**config.mk**
```make
export PLATFORM = sky130hd
export DESIGN_NAME = motor_drive
export DESIGN_NICKNAME = d
export VERILOG_FILES = /design/src/rtl/mtr_pkg.sv /design/src/rtl/motor_chan.sv /design/src/rtl/motor_drive.sv
export SDC_FILE = /design/constraint.sdc
export NUM_CORES = 1
export LEC_CHECK = 0
export CORE_MARGIN = 8
export CORE_UTILIZATION = 63
export DETAILED_ROUTE_END_ITERATION = 8
export PLACE_DENSITY = 0.95
export SETUP_SLACK_MARGIN = 0.05
export SLEW_MARGIN = 5
export SYNTH_ARGS = -nofsm -noshare
export SYNTH_HDL_FRONTEND = slang
export SYNTH_SLANG_ARGS = --single-unit
```
**constraint.sdc**
```tcl
create_clock -name clk -period 3.8 [get_ports clk]
set_clock_uncertainty 0.05 [all_clocks]
set_input_delay 0.57 -clock clk [delete_from_list [all_inputs] [get_ports clk]]
set_output_delay 0.57 -clock clk [all_outputs]
set_load 0.02 [all_outputs]
```
**src/rtl/mtr_pkg.sv**
```systemverilog
// Shared types and helpers for the motor_drive H-bridge PWM block.
// Speed is signed SPD_W bits; the PWM counter and magnitudes are PWM_W bits.
package mtr_pkg;

    typedef enum logic [1:0] {COAST, FWD, REV, DEAD} mtr_state_t;

    localparam int PWM_W = 11;
    localparam int SPD_W = 12;

    // The most negative speed has no positive twin, so it saturates to full scale.
    function automatic logic [PWM_W-1:0] sat_mag(input logic signed [SPD_W-1:0] spd);
        logic [SPD_W-1:0] u;
        u = spd[SPD_W-1] ? (~spd + SPD_W'(1)) : spd;
        return u[SPD_W-1] ? '1 : u[PWM_W-1:0];
    endfunction

endpackage

```
**src/rtl/motor_chan.sv**
```systemverilog
// One H-bridge channel: period-boundary magnitude/direction latch, dead time on reversal,
// coast on !go and registered in1/in2. MOTOR_SLEW_EN adds a per-period magnitude slew limit.
module motor_chan import mtr_pkg::*; #(
    parameter int DEAD_CYC = 32
`ifdef MOTOR_SLEW_EN
    , parameter int SLEW_STEP = 64
`endif
) (
    input  logic                    clk,
    input  logic                    rst,
    input  logic signed [SPD_W-1:0] speed,
    input  logic [PWM_W-1:0]        cnt,
    input  logic                    wrap,
    input  logic                    go,
    output logic                    in1,
    output logic                    in2,
    output mtr_state_t              state
);

    localparam logic [7:0] DEAD_INIT = 8'(DEAD_CYC);

    logic [PWM_W-1:0] tgt_mag;
    logic             tgt_dir;
    logic [PWM_W-1:0] mag_q;
    logic             dir_q;
    logic [PWM_W-1:0] mag_nxt;
    logic             dir_nxt;
    logic             dir_cur;
    logic [7:0]       dead_cnt;
    logic             pwm;

    assign tgt_mag = sat_mag(speed);
    assign tgt_dir = speed[SPD_W-1];
    assign pwm     = (cnt < mag_q);
    assign dir_cur = wrap ? dir_nxt : dir_q;

`ifdef MOTOR_SLEW_EN
    localparam logic [PWM_W-1:0] STEP = PWM_W'(SLEW_STEP);

    // A reversal holds the old direction until the magnitude has ramped down to zero.
    always_comb begin
        mag_nxt = mag_q;
        dir_nxt = dir_q;
        if ((dir_q != tgt_dir) && (mag_q != '0)) begin
            mag_nxt = (mag_q > STEP) ? (mag_q - STEP) : '0;
        end else begin
            dir_nxt = tgt_dir;
            if (tgt_mag > mag_q)
                mag_nxt = ((tgt_mag - mag_q) > STEP) ? (mag_q + STEP) : tgt_mag;
            else
                mag_nxt = ((mag_q - tgt_mag) > STEP) ? (mag_q - STEP) : tgt_mag;
        end
    end
`else
    assign mag_nxt = tgt_mag;
    assign dir_nxt = tgt_dir;
`endif

    always_ff @(posedge clk or posedge rst) begin
        if (rst) begin
            state    <= COAST;
            mag_q    <= '0;
            dir_q    <= 1'b0;
            dead_cnt <= '0;
            in1      <= 1'b0;
            in2      <= 1'b0;
        end else begin
            // Outputs are gated by go so coasting takes effect on the very next cycle.
            in1 <= go && (state == FWD) && pwm;
            in2 <= go && (state == REV) && pwm;
            if (wrap) begin
                mag_q <= mag_nxt;
                dir_q <= dir_nxt;
            end
            if (!go) begin
                state    <= COAST;
                dead_cnt <= '0;
`ifdef MOTOR_SLEW_EN
                mag_q    <= '0;
`endif
            end else begin
                case (state)
                    COAST: if (wrap) state <= dir_nxt ? REV : FWD;
                    FWD: if (wrap && dir_nxt) begin
                        state    <= DEAD;
                        dead_cnt <= DEAD_INIT;
                    end
                    REV: if (wrap && !dir_nxt) begin
                        state    <= DEAD;
                        dead_cnt <= DEAD_INIT;
                    end
                    DEAD: begin
                        dead_cnt <= dead_cnt - 8'd1;
                        if (dead_cnt <= 8'd1) state <= dir_cur ? REV : FWD;
                    end
                    default: state <= COAST;
                endcase
            end
        end
    end

endmodule

```
**src/rtl/motor_drive.sv**
```systemverilog
// Dual H-bridge PWM driver: shared 11-bit PWM counter, period strobe, two motor_chan channels.
// Define MOTOR_SLEW_EN to limit magnitude change to SLEW_STEP per PWM period.
module motor_drive import mtr_pkg::*; #(
    parameter int DEAD_CYC = 32
`ifdef MOTOR_SLEW_EN
    , parameter int SLEW_STEP = 64
`endif
) (
    input  logic                    clk,
    input  logic                    rst,
    input  logic signed [SPD_W-1:0] lft_speed,
    input  logic signed [SPD_W-1:0] rght_speed,
    input  logic                    go,
    output logic                    lft_in1,
    output logic                    lft_in2,
    output logic                    rght_in1,
    output logic                    rght_in2,
    output logic                    prd_strb
);

    logic [PWM_W-1:0] cnt;
    logic             wrap;
    mtr_state_t       lft_state;
    mtr_state_t       rght_state;

    assign wrap = &cnt;

    always_ff @(posedge clk or posedge rst) begin
        if (rst) begin
            cnt      <= '0;
            prd_strb <= 1'b0;
        end else begin
            cnt      <= cnt + PWM_W'(1);
            prd_strb <= wrap;
        end
    end

    motor_chan #(
        .DEAD_CYC(DEAD_CYC)
`ifdef MOTOR_SLEW_EN
        , .SLEW_STEP(SLEW_STEP)
`endif
    ) u_lft (
        .clk(clk), .rst(rst), .speed(lft_speed), .cnt(cnt), .wrap(wrap), .go(go),
        .in1(lft_in1), .in2(lft_in2), .state(lft_state)
    );

    motor_chan #(
        .DEAD_CYC(DEAD_CYC)
`ifdef MOTOR_SLEW_EN
        , .SLEW_STEP(SLEW_STEP)
`endif
    ) u_rght (
        .clk(clk), .rst(rst), .speed(rght_speed), .cnt(cnt), .wrap(wrap), .go(go),
        .in1(rght_in1), .in2(rght_in2), .state(rght_state)
    );

    // A bridge input may only be driven while its channel was in FWD or REV the cycle before.
    assert property (@(posedge clk) disable iff (rst) !(lft_in1 && lft_in2) && !(rght_in1 && rght_in2));
    assert property (@(posedge clk) disable iff (rst)
        (lft_in1 || lft_in2) |-> ($past(lft_state) == FWD || $past(lft_state) == REV));
    assert property (@(posedge clk) disable iff (rst)
        (rght_in1 || rght_in2) |-> ($past(rght_state) == FWD || $past(rght_state) == REV));

endmodule

```
=== After elaboration in Yosys (flattened, before gate mapping) ===
Cells that the tools add are included.

* Flip-flop bits (word level): 60
* Bits of input ports: 27
* Output and inout bits: 5
* Word-level logic and storage cells: 92

* $add $sub $neg: 5
* Magnitude comparators: 4
* Equality and inequality tests: 16
* Muxes and demuxes: 30
* Bitwise gates (word level): 2
* Reduce and logical (&&, ||, !) cells: 21

{| class="wikitable"
|+ Operators with widths
! kind !! number
|-
| 8-bit two-way mux || 6
|-
| 8-bit case mux with 3 select lines || 2
|-
| 2-bit two-way mux || 14
|-
| 12-bit by 2-bit adder with 12-bit output (second input constant) || 2
|-
| 12-bit two-way mux || 2
|-
| 12-bit inverter || 2
|-
| 11-bit less-than comparator || 2
|-
| 11-bit two-way mux || 2
|-
| 8-bit by 1-bit <= comparator with 1-bit output (second input constant) || 2
|-
| 2-bit case mux with 4 select lines || 2
|-
| 8-bit by 1-bit subtractor with 8-bit output (second input constant) || 2
|-
| 3-bit != test (second input constant) || 5
|-
| 1-bit logical AND || 12
|-
| 11-bit by 1-bit adder with 11-bit output (second input constant) || 1
|-
| 11-bit AND reduction || 1
|-
| 3-bit by 2-bit != test with 1-bit output (second input constant) || 3
|-
| 2-bit equality test (second input constant) || 4
|-
| 4-bit by 1-bit != test with 1-bit output (second input constant) || 2
|-
| 4-bit AND reduction || 2
|-
| 3-bit AND reduction || 2
|-
| 2-bit by 1-bit equality test with 1-bit output (second input constant) || 2
|-
| 2-bit logical NOT || 2
|-
| 1-bit logical NOT || 2
|-
| 1-bit two-way mux || 2
|}

=== Depth between registers and ports, before layout ===
Gate-level depths: netlist of run 1.

* Depth in word-level cells: 6
* Gate-level depth with buffers: 9
* Depth with buffers taken out: 7

=== Hierarchy ===
From an unflattened synthesis of run 1, not the netlist that was laid out.

* Cell total of the unflattened synthesis: 417
* Area, all modules: 3960.0 µm²

{| class="wikitable"
|+ By module, submodules not included
! module !! instances !! cells an instance !! area an instance (µm²) !! sequential area each (µm²)
|-
| motor_chan (u_lft) || 1 || 196 || 1746.7 || 600.6
|-
| motor_chan (u_rght) || 1 || 184 || 1731.7 || 600.6
|-
| motor_drive || 1 || 37 || 481.7 || 300.3
|}

=== Worst setup path before layout of run 1 ===
No wires, ideal clock.

* Path type: in2reg
* Start point: in rght_speed[3]
* End point: reg u_rght.mag_q[8]
* Setup time: 137 ps
* Data arrival time: 1910 ps
* Data required time: 3613 ps
* Slack: 1703 ps
* Stages on the path: 5
* Path buffers: 0
* Cell sequence: or3_4 > or4b_1 > o21ai_1 > nor4b_1 > a211oi_1

* Word-level cells in the longest chain between the ends: 4

{| class="wikitable"
|+ RTL lines
! item !! RTL line !! source
|-
| from (decl) || motor_drive.sv:12 || <nowiki>input logic signed [SPD_W-1:0] rght_speed,</nowiki>
|-
| 12-bit inverter || mtr_pkg.sv:13 || <nowiki>u = spd[SPD_W-1] ? (~spd + SPD_W'(1)) : spd;</nowiki>
|-
| 12-bit by 2-bit adder with 12-bit output || mtr_pkg.sv:13 ||
|-
| 12-bit two-way mux || mtr_pkg.sv:13 ||
|-
| 11-bit two-way mux || mtr_pkg.sv:14 || <nowiki>return u[SPD_W-1] ? '1 : u[PWM_W-1:0];</nowiki>
|-
| to (signal assigned) || motor_chan.sv:72 || <nowiki>mag_q <= mag_nxt;</nowiki>
|-
| to (decl) || motor_chan.sv:24 || <nowiki>logic [PWM_W-1:0] mag_q;</nowiki>
|}

Every way passes these cells.
A chain may end at the register's enable or synchronous reset.

=== Worst setup path after layout of run 1 ===
* Start point: reg cnt[1]
* End point: reg u_lft.dead_cnt[4]

* Word-level cells in the longest chain between the ends: 4
* Elaborated cells on any way between the ends: 6
* Those cells by class: 2 x eq/ne; 4 x reduce/logical

{| class="wikitable"
|+ RTL lines
! item !! RTL line !! source
|-
| from (decl) || motor_drive.sv:21 || <nowiki>logic [PWM_W-1:0] cnt;</nowiki>
|-
| from (signal assigned) || motor_drive.sv:33 || <nowiki>cnt <= cnt + PWM_W'(1);</nowiki>
|-
| 11-bit AND reduction * || motor_drive.sv:26 || <nowiki>assign wrap = &cnt;</nowiki>
|-
| 1-bit logical AND (on tied branches) || motor_chan.sv:84, motor_chan.sv:88 ||
|-
| 3-bit != test (no source line) || -- ||
|-
| 3-bit AND reduction (no source line) * || -- ||
|-
| to (signal assigned) || motor_chan.sv:93 || <nowiki>dead_cnt <= dead_cnt - 8'd1;</nowiki>
|-
| to (decl) || motor_chan.sv:29 || <nowiki>logic [7:0] dead_cnt;</nowiki>
|}

Mark *: on every way between the ends. The rest lies on a longest branch, timed or not.

==> reports/results.ini, run 1 <==
[outcome]
status=complete, no violations

[worst_setup_path]
reg2reg_from=cnt[1]
arrival_ps=2770
critPathLaunchType=register
rr_worst_depth=6
worstPathCellList=ha_1, and3_1, nand3_4, o311a_4, or4_1, o21ai_0
r2r_slack_ps=1230
cp_slowest_cell=or4_1
crit_required_ps=4000
crit_path_max_fanout=26
crit_type=register to register
worst_setup_path_end_kind=register
cp_top_family=simple AND/OR/NAND/NOR gates
crit_buf_inv=0
slowest_delay_ps=520
r2r_end=u_lft.dead_cnt[4]

[yosys]
ys_seq_area_frac=0.3835
synth_top_area_frac=0.3835
synth_enable_flop_cells=0
synth_xor_area_frac=0.05145
synth_area_per_cell_um2=9.147
synth.most_common_cell=dfrtp_1
synth_top_family_by_area=compound AO/OA/AOI/OAI gates
synthDistinctLibCells=62
synthCells=428
async_flop_share=1.000
ys.flop_type=dfrtp_1
yosysWarnings=0
synthAdderAreaFrac=0.1182
synth_area_leaders=dfrtp_1 38%, ha_1 12%, inv_1 4.2%
syn_nets=492
synth_commonest_cells=60 x dfrtp_1, 44 x inv_1, 37 x ha_1, 34 x nand2_1, 28 x o21ai_0
muxShareOfSynthArea=0.02205
synthSimpleGateAreaFrac=0.1716
yosysTopAreaCell=dfrtp_1
syn_area_um2=3915
synth_seq_cells=60
synth-compound-area-share=0.1934

[routing]
wirelength_mm=8.809
viasPerCell=6.182
final_antenna_net_count=0
drc=0
via_count=3320
dr.pass1.iters=5
wl_per_cell_um=16.40
drt_iter0_drc=176

[timing]
fmax_ghz=0.3894
fin_crit_sh=0.6757
hold_viol=0
rsz0062_at_grt=no
slew_headroom=0.5070
setup_viol=0
worstMarginPinSlew_ps=736.7
timing.setup.tns_ps=0
drv_slew=0
period_needed_ps=2568

[clocking]
worstSkewPairLatency_ps=340
cts_hold_buf=0
clk_path_buf_depth=2
htree_levels=3
post_cts_resized=0
path_clk_slew_ps=60
tritoncts=built
postCtsSetupBuffers=0
cts_buffers=9
root_buffer=clkbuf_8
cts.sinks=60

[floorplan]
dieArea_um2=8993
row_count=28
ios=32
die_w_um=94.83
initial_utilization=0.6574
coreArea_um2=5956
die_h_um=94.83

[pwr]
power_mw=2.018
power_density_nw_per_um2=454.3
power_leakage_nw=2.138
vdd_ir_drop_max_mv=0.3250

[global_route]
antenna_found_initial=0
grt_pass1_vias=3380
grt_start_max_net_pins=35
grt_overflow=0
grt_first_pass_wirelength_mm=15.26
grt_util_all_layers=0.2124

[layout]
layout-area-overhead-vs-synth_pct=13.45
drive_gt1_frac=0.06926
diodes=0
fin_util=0.7458
fin_area_um2=4442
nets=522

[placement]
dpl_cell_area_um2=4273
port_buffers=31
hpwlAfterDp_mm=6.478
place_congestion=0.8332

[hold_path]
min_path_type=register to register
holdCritStartpoint=cnt[0]
min_to=cnt[0]
min_path_cells=1

[flow_run]
maxCapViolCount=0

per-layer routing:
layer | global-route usage | part of all wire | wire, um
met5 | 0 | 0 | 0
met4 | 0.09493 | 0.024 | 209
met3 | 0.04365 | 0.051 | 447
met2 | 0.3633 | 0.50 | 4402
met1 | 0.2516 | 0.43 | 3750
state kept, by name (all words and copies together), names as in the netlist:
name             count
cnt                 11
u_lft.mag_q         11
u_rght.mag_q        11
u_lft.dead_cnt       8
u_rght.dead_cnt      8
u_lft.state          2
u_rght.state         2
prd_strb             1
u_lft.dir_q          1
u_lft.in1            1
u_lft.in2            1
u_rght.dir_q         1
u_rght.in1           1
u_rght.in2           1
cell usage in the layout, fill, tap and decap left out, drive strengths merged, types with 7 or more instances in the layout:
| cell | count |
|---|---|
| clkbuf | 13 |
| dfrtp | 60 |
| a22oi | 10 |
| ha | 37 |
| nor2 | 27 |
| clkdlybuf4s50 | 31 |
| o21ai | 31 |
| xor2 | 14 |
| xnor2 | 9 |
| inv | 44 |
| nor3 | 10 |
| o22ai | 7 |
| nand2 | 34 |
| nand3 | 13 |
| a21oi | 13 |
stage by stage:
step	instances	setup WS (ps)	hold slack, ps
2_1_floorplan	428	1695	390.1
3_3_place_gp	522	1076	419.9
3_5_place_dp	522	987.6	432.4
4_1_cts	537	1260	443.4
5_1_grt	537	1042	473.3
6_report	537	1232	435.7
cells by family after synthesis:
group           count (synthesis)
simple gates                  130
flops                          60
xor+xnor                       23
buf+inv                        59
mux                             8
compound gates                111
fa+ha+maj                      37
power breakdown:
group          leakage [nW]  internal, mW  switching, mW
clock network        0.0893         0.267          0.239
registers             0.725         0.709         0.0596
logic                  1.32         0.315          0.427
total                  2.14          1.29          0.726
final cells by class:
type / count / area [um^2]
multi-input combinational: 309 / 2180
fill: 417 / 1514
sequential: 60 / 1501
timing repair buffer: 34 / 332.8
inverter: 44 / 165.2
clock buffer: 13 / 158.9
tap: 75 / 93.84
clock inverter: 2 / 10.01
how the worst max path moves through the flow:
stage                     slack [ps]  cells after the start            endpoint           start
final                           1230                      6   u_lft.dead_cnt[4]          cnt[1]
after global routing            1040                      6   u_lft.dead_cnt[7]          cnt[1]
after CTS                       1260                      6   u_lft.dead_cnt[4]          cnt[1]
after detailed placement         990                      5  u_rght.dead_cnt[6]  rght_speed[11]
after global placement          1080                      5  u_rght.dead_cnt[6]  rght_speed[11]
after floorplan                 1700                      1              cnt[0]             rst
(Power assumes the default switching activity.)
==> run 2: changes to the inputs <==
--- a/config.mk
+++ b/config.mk
@@ -6,9 +6,9 @@
 export NUM_CORES = 1
 export LEC_CHECK = 0
 export CORE_MARGIN = 8
-export CORE_UTILIZATION = 63
+export CORE_UTILIZATION = 59
 export DETAILED_ROUTE_END_ITERATION = 8
-export PLACE_DENSITY = 0.95
+export PLACE_DENSITY = 0.92
 export SETUP_SLACK_MARGIN = 0.05
 export SLEW_MARGIN = 5
 export SYNTH_ARGS = -nofsm -noshare
==> constraint.sdc (replaced) <==
create_clock -name clk -period 2.65 [get_ports clk]
set_clock_uncertainty 0.05 [all_clocks]
set_input_delay 0.3975 -clock clk [delete_from_list [all_inputs] [get_ports clk]]
set_output_delay 0.3975 -clock clk [all_outputs]
set_load 0.02 [all_outputs]
==> run 2 against run 1 <==
Net effect: count of clock-buffer cells in the layout fell by 3; final cell count rose by 0.74%; register-to-register slack got worse by 900 ps; power rose by 40%; die area rose by 5.6%; sequential power rose by 43%; cell area rose by 0.54%; largest power group unchanged.
==> reports/results.ini, run 2 (synthesized netlist as in run 1, its figures left out) <==
[clocking]
cts_buffers=9  ; unchanged
htree_levels=3  ; unchanged
clk_path_buf_depth=2  ; unchanged
cts.sinks=60  ; unchanged
postCtsSetupBuffers=0  ; unchanged
worstSkewPairLatency_ps=340  ; about the same
tritoncts=built
root_buffer=clkbuf_8
post_cts_resized=0  ; unchanged
cts_hold_buf=0  ; unchanged
path_clk_slew_ps=60  ; about the same

[timing]
setup_ws_ps=334.8  ; -897.4 ps
fin_crit_sh=0.8737  ; +0.1979
fmax_ghz=0.4319  ; +11%
rsz0062_at_grt=no
hold_viol=0  ; unchanged
slew_headroom=0.5028  ; -0.004214
worstMarginPinSlew_ps=743.0  ; +6.297 ps
drv_slew=0  ; unchanged
timing.setup.tns_ps=0  ; unchanged
setup_viol=0  ; unchanged
period_needed_ps=2315  ; -252.6 ps

[pwr]
vdd_ir_drop_max_mv=0.4207  ; +29%
combPwrFrac=0.385  ; +0.017
power_density_nw_per_um2=632.7  ; +39%
clockPowerShare=0.225  ; -0.026
p_switching_mw=1.025  ; +41%
p_sw_frac=0.3628  ; +0.003049
seq_power_share=0.390  ; +0.009
power_leakage_nw=2.153  ; +0.66%
p_int_mw=1.800  ; +39%

[layout]
layout-area-overhead-vs-synth_pct=14.06
reg_top3=cnt: 11 flops, u_lft.mag_q: 11 flops, u_rght.mag_q: 11 flops
nets=528  ; +1.1%
layout_commonest_cell=dfrtp_1
fill_cells=473  ; +13%
multiInputGateArea_um2=2180  ; unchanged
register_area_um2=1501  ; unchanged
diodes=0  ; unchanged
layout_common_cells=60 x dfrtp_1, 43 x inv_1, 37 x ha_1
drive_gt1_frac=0.07543  ; +0.006167

[placement]
port_buffers=31  ; unchanged
hpwlAfterDp_mm=6.405  ; -1.1%
place_congestion=0.8627  ; +3.5%
post-place-ws_ps=122.9  ; -864.7 ps

[routing]
viasPerCell=6.209  ; +0.43%
drt_iter0_drc=224  ; +27%
dr.pass1.iters=5  ; unchanged
via_count=3359  ; +1.2%
wirelength_mm=8.829  ; +0.23%
final_antenna_net_count=0  ; unchanged
wl_per_cell_um=16.32  ; -0.51%
drc=0  ; unchanged

[worst_setup_path]
arrival_ps=2460  ; -310 ps
reg2reg_from=cnt[4]
crit_required_ps=2790  ; -1210 ps
worstPathCellList=and4_1, nand3_4, buf_4, nor2_1, a21oi_1
r2r_slack_ps=330  ; -900 ps
critical_path.startpoint=cnt[4]
cp_slowest_cell=nor2_1
crit_path_max_fanout=16  ; -38%
crit_type=register to register
cp_top_family=simple AND/OR/NAND/NOR gates
worst_setup_path_end_kind=register
slowest_delay_ps=590  ; +70 ps
crit_buf_inv=1  ; +1
critPathLaunchType=register

[floorplan]
initial_utilization=0.6130  ; -0.04430
die_w_um=97.46  ; +2.8%
die_h_um=97.46  ; +2.8%
dieArea_um2=9498  ; +5.6%
ios=32  ; unchanged
row_count=29  ; +3.6%
coreArea_um2=6386  ; +7.2%

[global_route]
grt_first_pass_wirelength_mm=14.97  ; -1.9%
antenna_found_initial=0  ; unchanged
grt_util_all_layers=0.1863  ; -0.02609
grt_start_max_net_pins=36  ; +2.9%
grt_overflow=0  ; unchanged
grt_pass1_vias=3366  ; -0.41%

[hold_path]
min_path_type=input port to asynchronous set/reset pin

[outcome]
status=complete, no violations

[flow_run]
maxCapViolCount=0  ; unchanged

run 2: metrics by stage:
stage / hold WS [ps] / cell area (um^2) / power (mW) / util / instances
after floorplan: 390.1 / 3915 / 1.883 / - / 428
after global placement: 413.9 / 4333 / 2.116 / 0.6785 / 530
after detailed placement: 422.7 / 4333 / 2.172 / 0.6785 / 530
after CTS: 382.8 / 4466 / 2.823 / 0.6993 / 541
after global routing: 416.8 / 4466 / 3.010 / 0.6993 / 541
final: 379.6 / 4466 / 2.825 / 0.6993 / 541
run 2: worst reg2reg max path, delay by kind of cell, from the launching register on:
kind | cells | cell delay, ps
AOI/OAI and AO/OA | 1 | 180
buffers and inverters | 1 | 250
DFF | 1 | 490
and+or+nand+nor | 3 | 1190
run 2: power by group through the flow:
| stage | clock network, mW | logic (mW) | registers [mW] |
|---|---|---|---|
| 2_1_floorplan | 0 | 0.767 | 1.12 |
| 3_3_place_gp | 0 | 1.01 | 1.11 |
| 3_5_place_dp | 0 | 1.06 | 1.11 |
| 4_1_cts | 0.649 | 1.08 | 1.10 |
| 5_1_grt | 0.685 | 1.21 | 1.12 |
| 6_report | 0.636 | 1.09 | 1.10 |
run 2: final timing paths:
path	endpoint	depth (start not counted)
worst max-delay path	u_lft.mag_q[0]	5
worst min-delay path	u_rght.dead_cnt[2]	2
worst max register to register	u_lft.mag_q[0]	5
worst min register to register	cnt[0]	1
max in group asynchronous	u_lft.in1	3
min in group clk	cnt[0]	1
run 2: final cells by class:
type | instances | share of cell area
multi-input combinational | 309 | 0.4881
sequential | 60 | 0.3362
timing repair buffer | 40 | 0.08742
inverter | 44 | 0.03699
clock buffer | 10 | 0.02858
tap | 77 | 0.02157
clock inverter | 1 | 0.001121
run 2: routing by layer:
layer / up-vias / share of wire / global-route usage
met5: - / 0 / 0
li1: 1603 / - / -
met2: 127 / 0.50 / 0.3099
met4: 0 / 0.023 / 0.1002
met3: 27 / 0.057 / 0.04481
met1: 1602 / 0.42 / 0.2157
